<file path="src/rtl/load_store_unit.sv">
// load_store_unit: initiator side of the data-memory port.
//
// Takes one load/store request at a time and drives a word-aligned, byte-masked
// memory (synchronous write, combinational read). Loads are sign- or zero-extended
// according to RV32I funct3.
//
// Build option: define LSU_MISALIGN_EN to split word-crossing accesses into two
// memory cycles (ACC0 + ACC1). When it is undefined, any access whose offset is not
// a multiple of its size responds with resp_err and performs no write.
//
// Ports:
//   clk, rst_n                      clock, asynchronous active-low reset
//   req_valid/req_ready             request handshake (ready only when idle)
//   req_we, req_funct3              store/load select and RV32I size/extension code
//   req_addr, req_wdata             byte address, right-justified store data
//   resp_valid/resp_rdata/resp_err  one-cycle completion pulse with result
//   mem_addr/mem_wdata/mem_wmask    word address, lane-positioned data, byte enables
//   mem_wen, mem_rdata              write enable, combinational read data
module load_store_unit #(
    parameter int unsigned ADDR_W = 32
) (
    input  logic              clk,
    input  logic              rst_n,
    input  logic              req_valid,
    output logic              req_ready,
    input  logic              req_we,
    input  logic [2:0]        req_funct3,
    input  logic [ADDR_W-1:0] req_addr,
    input  logic [31:0]       req_wdata,
    output logic              resp_valid,
    output logic [31:0]       resp_rdata,
    output logic              resp_err,
    output logic [ADDR_W-1:0] mem_addr,
    output logic [31:0]       mem_wdata,
    output logic [3:0]        mem_wmask,
    output logic              mem_wen,
    input  logic [31:0]       mem_rdata
);

    typedef enum logic [1:0] {
        StIdle = 2'd0,
        StAcc0 = 2'd1,
`ifdef LSU_MISALIGN_EN
        StAcc1 = 2'd3,
`endif
        StResp = 2'd2
    } state_e;

    state_e            state_q, state_d;
    logic              we_q, we_d;
    logic [2:0]        funct3_q, funct3_d;
    logic [ADDR_W-1:0] addr_q, addr_d;
    logic [31:0]       wdata_q, wdata_d;
    logic [31:0]       lo_q, lo_d;
`ifdef LSU_MISALIGN_EN
    logic [31:0]       hi_q, hi_d;
`endif

    logic [1:0]        off;
    logic [3:0]        size_mask;
    logic [31:0]       byte_mask;
    logic              legal;
    logic              err;
    logic [ADDR_W-1:0] base_addr;
    logic [31:0]       sh;
`ifdef LSU_MISALIGN_EN
    logic [7:0]        lm;
    logic [63:0]       wd;
    logic              cross;
`else
    logic [3:0]        lm;
    logic [31:0]       wd;
`endif

    // Request decode, all from latched registers so memory outputs never see req_*.
    always_comb begin
        off       = addr_q[1:0];
        base_addr = {addr_q[ADDR_W-1:2], 2'b00};
        case (funct3_q[1:0])
            2'd0:    size_mask = 4'b0001;
            2'd1:    size_mask = 4'b0011;
            default: size_mask = 4'b1111;
        endcase
        byte_mask = {{8{size_mask[3]}}, {8{size_mask[2]}}, {8{size_mask[1]}}, {8{size_mask[0]}}};
        legal = we_q ? (funct3_q <= 3'd2)
                     : (funct3_q != 3'd3 && funct3_q != 3'd6 && funct3_q != 3'd7);
`ifdef LSU_MISALIGN_EN
        lm    = {4'b0000, size_mask} << off;
        wd    = {32'b0, wdata_q & byte_mask} << {off, 3'b000};
        err   = !legal;
        cross = legal && (lm[7:4] != 4'b0000);
        sh    = 32'({hi_q, lo_q} >> {off, 3'b000});
`else
        lm    = size_mask << off;
        wd    = (wdata_q & byte_mask) << {off, 3'b000};
        // Offset must be a multiple of the size: halves need off[0]=0, words off=0.
        err   = !legal || (size_mask[1] && off[0]) || (size_mask[3] && off[1]);
        sh    = lo_q >> {off, 3'b000};
`endif
    end

    // Next state and memory-side outputs.
    always_comb begin
        state_d   = state_q;
        we_d      = we_q;
        funct3_d  = funct3_q;
        addr_d    = addr_q;
        wdata_d   = wdata_q;
        lo_d      = lo_q;
`ifdef LSU_MISALIGN_EN
        hi_d      = hi_q;
`endif
        mem_addr  = '0;
        mem_wdata = '0;
        mem_wmask = '0;
        mem_wen   = 1'b0;
        case (state_q)
            StIdle: begin
                if (req_valid) begin
                    we_d     = req_we;
                    funct3_d = req_funct3;
                    addr_d   = req_addr;
                    wdata_d  = req_wdata;
                    state_d  = StAcc0;
                end
            end
            StAcc0: begin
                mem_addr = base_addr;
                if (we_q && !err) begin
                    mem_wen   = 1'b1;
                    mem_wmask = lm[3:0];
                    mem_wdata = wd[31:0];
                end
                lo_d = mem_rdata;
`ifdef LSU_MISALIGN_EN
                // Clear hi so a non-crossing load does not see a stale upper word.
                hi_d    = '0;
                state_d = cross ? StAcc1 : StResp;
`else
                state_d = StResp;
`endif
            end
`ifdef LSU_MISALIGN_EN
            StAcc1: begin
                mem_addr = base_addr + ADDR_W'(4);
                if (we_q) begin
                    mem_wen   = 1'b1;
                    mem_wmask = lm[7:4];
                    mem_wdata = wd[63:32];
                end
                hi_d    = mem_rdata;
                state_d = StResp;
            end
`endif
            StResp:  state_d = StIdle;
            default: state_d = StIdle;
        endcase
    end

    // Response outputs decode from state and latched registers only.
    always_comb begin
        req_ready  = (state_q == StIdle);
        resp_valid = (state_q == StResp);
        resp_err   = resp_valid && err;
        resp_rdata = '0;
        if (resp_valid && !we_q && !err) begin
            case (funct3_q[1:0])
                2'd0:    resp_rdata = {{24{sh[7] & ~funct3_q[2]}}, sh[7:0]};
                2'd1:    resp_rdata = {{16{sh[15] & ~funct3_q[2]}}, sh[15:0]};
                default: resp_rdata = sh;
            endcase
        end
    end

    always_ff @(posedge clk or negedge rst_n) begin
        if (!rst_n) begin
            state_q  <= StIdle;
            we_q     <= 1'b0;
            funct3_q <= '0;
            addr_q   <= '0;
            wdata_q  <= '0;
            lo_q     <= '0;
`ifdef LSU_MISALIGN_EN
            hi_q     <= '0;
`endif
        end else begin
            state_q  <= state_d;
            we_q     <= we_d;
            funct3_q <= funct3_d;
            addr_q   <= addr_d;
            wdata_q  <= wdata_d;
            lo_q     <= lo_d;
`ifdef LSU_MISALIGN_EN
            hi_q     <= hi_d;
`endif
        end
    end

endmodule

</file>
<file path="config.mk">
export PLATFORM = sky130hd
export DESIGN_NAME = load_store_unit
export DESIGN_NICKNAME = d
export VERILOG_FILES = /design/src/rtl/load_store_unit.sv
export SDC_FILE = /design/constraint.sdc
export NUM_CORES = 1
export LEC_CHECK = 0
export CORE_MARGIN = 8
export CORE_UTILIZATION = 48
export DETAILED_ROUTE_END_ITERATION = 6
export PLACE_DENSITY = 0.94
export RECOVER_POWER = 25
export SLEW_MARGIN = 10
export SYNTH_ARGS = -nofsm -noshare
export SYNTH_HDL_FRONTEND = slang
export SYNTH_SLANG_ARGS = --single-unit
</file>
<file path="constraint.sdc">
create_clock -name clk -period 5.1 [get_ports clk]
set_input_delay 0.51 -clock clk [delete_from_list [all_inputs] [get_ports clk]]
set_output_delay 0.51 -clock clk [all_outputs]
set_load 0.05 [all_outputs]
</file>
# Yosys cells after proc, flatten, opt, wreduce, memory -nomap -nowiden
# Cells that the tools add are included.
# totals
reg_bits	102
memories	0
mem_bits_rw	0
wordCells	50
latch_bits	0
rom_bits	0
# classes
n_shift	3
n_reduce_logical	16
addsub	0
order_cmp	1
mux	13
n_bitwise	4
n_eq_ne	7
multipliers	0
n_div	0
# ops
op	n
2-to-1 mux 32 bit	4
one-hot mux 32 bit (2 select lines)	1
AND 32 bit	1
left shift 32 x 5 -> 32 bit	1
>> shifter 32 x 5 -> 32 bit	1
logical AND 1 bit	8
2-to-1 mux 4 bit	2
one-hot mux 4 bit (2 select lines)	1
!= test 3 bit (second input constant)	2
== test 2 x 1 -> 1 bit (second input constant)	2
logical NOT 2 bit	2
one-hot mux 2 bit (2 select lines)	1
left shift 4 x 2 -> 4 bit	1
less-or-equal comparator 3 x 2 -> 1 bit (second input constant)	1
logical NOT 1 bit	3
2-to-1 mux 1 bit	3
!= test 3 x 2 -> 1 bit (second input constant)	1
AND 1 bit	2
== test 2 bit (second input constant)	1
logical OR 1 bit	2
2-to-1 mux 2 bit	1
!= test 2 bit (second input constant)	1
AND reduction 2 bit	1
NOT 1 bit	1

# Depth between registers and ports, before layout
# logic_depth
ltp_word	11
ltp_mapped	8

# Worst setup path after synthesis
# No wires, ideal clock.
# synth_timing
kind	register -> output
start	register addr_q[0]
end	output port mem_wdata[0]
n_path_buf	3
t_arrival_ps	2697
required_time_ps	4590
path_stages_with_launch	8
setup_slack_ps	1893
cell_sequence	dfrtp_1 buf_2 nor4_2 o211ai_1 or2_1 buf_2 buf_2 nor3b_1
# synth_via
elab_chain_cells	7
word_cells_on_any_way	8
# synth_lines
item	line_no	rtl
from (decl)	52	logic [ADDR_W-1:0] addr_q, addr_d;
from (signal assigned)	190	addr_q <= addr_d;
parallel branches: the longest is 5 deep, another holds left shift 32 x 5 -> 32 bit	-	
2-to-1 mux 32 bit (*)	129	if (we_q && !err) begin
2-to-1 mux 32 bit (*)	117	case (state_q)
to (decl)	34	output logic [31:0] mem_wdata,
# Mark *: on every way between the ends.

# Worst setup path in the final report
# layout_timing
start	register funct3_q[0]
end	output port resp_rdata[1]
# layout_via
elab_chain_cells	10
word_cells_on_any_way	18
# layout_lines
item	line_no	rtl
from (decl)	51	logic [2:0] funct3_q, funct3_d;
from (signal assigned)	189	funct3_q <= funct3_d;
parallel branches: the longest is 6 deep, another holds less-or-equal comparator 3 x 2 -> 1 bit	-	
logical OR 1 bit (*)	97	err = !legal || (size_mask[1] && off[0]) || (size_mask[3] && off[1]);
logical NOT 1 bit (*)	166	if (resp_valid && !we_q && !err) begin
logical AND 1 bit (*)	166	
2-to-1 mux 32 bit (*)	166	
to (decl)	31	output logic [31:0] resp_rdata,
# Marks and branches as above.

==> impl_results.md <==
- Gp weighted congestion: approximately 0.9
- Final Critical Period: ~4.2 ns
- Most used DFF post-synth: dfrtp_1
- Die area: between 0.015 and 0.02 mm2
- Status: finished, violations left
- Reg-to-reg startpoint: state_q[1]$_DFFE_PN0P_
- Count of input and output buffers: 204
- Die Width: 123.2 um
- CTS tree: done
- Yosys reg bits: around 100
- Placed insts: 808
- Critical Path Sink Type: output pin
- Fin. Hold Viols: 0
- Detail Route Antenna Nets: 0
- Placement Rows: 39
- Clk_skew: ~0.0047 ns
- Dpl cell area: ~0.0076 mm2
- Vias: 4,536
- Mean number of vias per cell: roughly 5.5
- Internal power: approximately 2.1 mW
- Critical path's slowest cell: clkdlybuf4s50_1
- Buf/Inv on CP: 1
- Highest clock rate: approximately 0.24 GHz
- Worst rel slew slack: -1.074
- Clk sinks: between 100 and 150
- CP Depth: 5
- Critical path cell sequence: or2_1 > a211o_1 > nand2b_1 > a211oi_1 > clkdlybuf4s50_1
- Min-delay src: lo_q[4]$_DFFE_PN0P_
- Detail Placement HPWL: approximately 13 mm
- Cell family with most CP delay: simple AND/OR/NAND/NOR gates
- Critical path class: flop to output pin
- First-pass GRT wire length: 26.08 mm
- Reg2reg setup slack: between 2 and 3 ns
- Sw Pwr: ~1.1 mW
- Final Util: 0.6983
- Share of synthesized registers carrying an async set or reset: 1.000
- Sequential element share of the synthesized area: 0.4627
- Final setup TNS: 0 ns
- Routed WL: about 17 mm
- WL/cell: between 20 and 25 um
- Ranking of synthesized cells by area: dfrtp_1 46%, mux2_2 21%, mux2i_1 4.4%
- Largest net degree at the start of global routing: 64
- Fill count: between 800 and 900
- Slew Viols, Final: 58
- CP Launch Type: flop
- Root buffer cell: clkbuf_16
- Die Ht: about 120 um
- Critical Path AT: around 3.7 ns
- Pwr/cell area: between 400 and 500 mW/mm2
- RSZ-0062 raised after global routing: false
- Crit path max fanout: 19
- Worst Tran Pin Value: roughly 3.1 ns
- Total CTS buffers: 9
- Total GRT Usage: 0.2199
- Longest Clk Path Bufs: 2
- Yosys top cell area share: 0.4627
- Yosys cell types: 36
- H-tree depth: 3
- Synth-to-Final Area Change: 43.30%
- Pleak: 3.157 nW
- Commonest cells in the netlist: 102 x dfrtp_1, 102 x mux2_2, 39 x nor2_1, 38 x and2_1
- Hold Path Class: flop to flop
- Yosys warning total: 0
- Grt ovf: 0
- WHS Path Cells: 1
- R2R cell count: 4
- DRC errors left: 0
- Fin cells: about 830
- Gate power share: 0.377
- Clock-pin slew on the worst setup and hold paths: around 0.07 ns
- Setup Fix Bufs, Post-CTS: 0
- Vias in the first global route: between 4,000 and 5,000
- Crit path required time: approximately 4.6 ns
- Core area: ~0.011 mm2
- Clock power share: 0.237
- Max cap viols: 1
- Peak VDD IR: 0.0002369 V
- Mapped cell area: about 0.0055 mm2
- Final setup fails: 0
- Pre-antenna DRT Iters: 4
- Initial antenna violation count: 2
- Hold path endpoint: lo_q[4]$_DFFE_PN0P_
- Failing checks: capacitance limit, slew limit
- Syn Area/Cell: about 11 um2
- Skew-Pair Late Insertion Delay: 0.34 ns
- Crit share post-route: 0.8169
- Initial Utilization: 0.4873
- Net Sw Frac: 0.3575
- Gates resized, CTS repair: 0
- Post-route total power: around 3.2 mW
- I/O pins: between 200 and 250
- Finished Cell Area: 0.007905 mm2
- Reg2reg end: wdata_q[29]$_DFFE_PN0P_
- Leading area contributor after synthesis: dfrtp_1
- Post-synth EDFFs: 0
- First DRT Iteration DRCs: ~210
- Flop pwr share: 0.386
- Layout cells sized above 1: 0.1926
- Nets: approximately 800
- Mapped Cells: 500
- CTS Hold Bufs: 0
- Crit path largest cell delay: ~0.87 ns
## cell usage in the layout (no fill, tap or decap), types with 2 or more instances in the layout
master,n
nor3_1,3
clkbuf_16,9
a2bb2oi_1,9
and2_1,37
nor3b_1,8
a211oi_1,15
a21oi_1,16
a21o_1,8
nand2b_1,5
clkbuf_8,2
nand2_1,8
mux2_2,102
a32oi_1,8
diode_2,3
mux2i_1,24
o21ai_0,24
buf_4,7
dfrtp_1,101
inv_6,2
bufinv_16,2
inv_1,3
conb_1,2
or2_1,2
o21ai_1,8
nor2b_1,17
clkdlybuf4s50_1,203
nor2_1,39
## final cells by class
cell class	count	area, um2	share of cell area
multi-input combinational	348	2730	0.3454
timing repair buffer	212	2093	0.2648
sequential	102	2554	0.3230
antenna	3	7.507	0.0009497
clock buffer	11	252.7	0.03197
clock inverter	4	77.57	0.009813
tap	143	178.9	0.02263
inverter	3	11.26	0.001425
## sequential cells by signal, indices dropped and copies added (netlist names)
| register | count |
|---|---|
| addr_q | 32 |
| funct3_q | 3 |
| lo_q | 32 |
| state_q | 2 |
| wdata_q | 32 |
| we_q | 1 |
## power groups by stage
stage                     clock network (mW)  registers [mW]  logic, mW
after global routing                   0.806            1.27       1.29
after global placement                     0            1.23       1.18
after detailed placement                   0            1.25       1.20
final                                  0.760            1.24       1.21
after floorplan                            0            1.16      0.911
after CTS                              0.776            1.24       1.21
## how the worst max path moves through the flow
stage	from	end	slack (ns)
after floorplan	addr_q[0]$_DFFE_PN0P_	mem_wdata[0]	1.89
after detailed placement	funct3_q[0]$_DFFE_PN0P_	resp_rdata[1]	1.36
after CTS	funct3_q[0]$_DFFE_PN0P_	resp_rdata[1]	0.95
after global placement	funct3_q[0]$_DFFE_PN0P_	resp_rdata[1]	1.52
final	funct3_q[0]$_DFFE_PN0P_	resp_rdata[1]	0.93
after global routing	rst_n	addr_q[0]$_DFFE_PN0P_	0.54
## worst register-to-register path, stage by stage (launching register included)
cell and delay (ns):
dfrtp_1 0.42, nor2_1 0.16, and2_2 0.85, buf_4 0.48, mux2_2 0.40
## routing by layer
metal | wire length (um) | part of all wire | GRT usage | vias up
li1 | - | - | - | 2123
met1 | 6479 | 0.39 | 0.2538 | 2201
met2 | 8206 | 0.49 | 0.3623 | 179
met3 | 1554 | 0.093 | 0.07763 | 33
met4 | 539 | 0.032 | 0.09782 | 0
met5 | 0 | 0 | 0 | -
## metrics by stage
step	setup WS, ns	hold WS, ns
2_1_floorplan	1.893	0.2144
3_3_place_gp	1.524	0.4807
3_5_place_dp	1.355	0.4871
4_1_cts	0.9547	0.2482
5_1_grt	0.5430	0.5086
6_report	0.9339	0.5001
## logic make-up after synthesis
logic type	share of synthesized area
buf+inv	0.04468
mux	0.2518
flops	0.4627
other cells	0.0006798
simple gates	0.1232
compound gates	0.1170
Power figures use the tool's default switching activity.
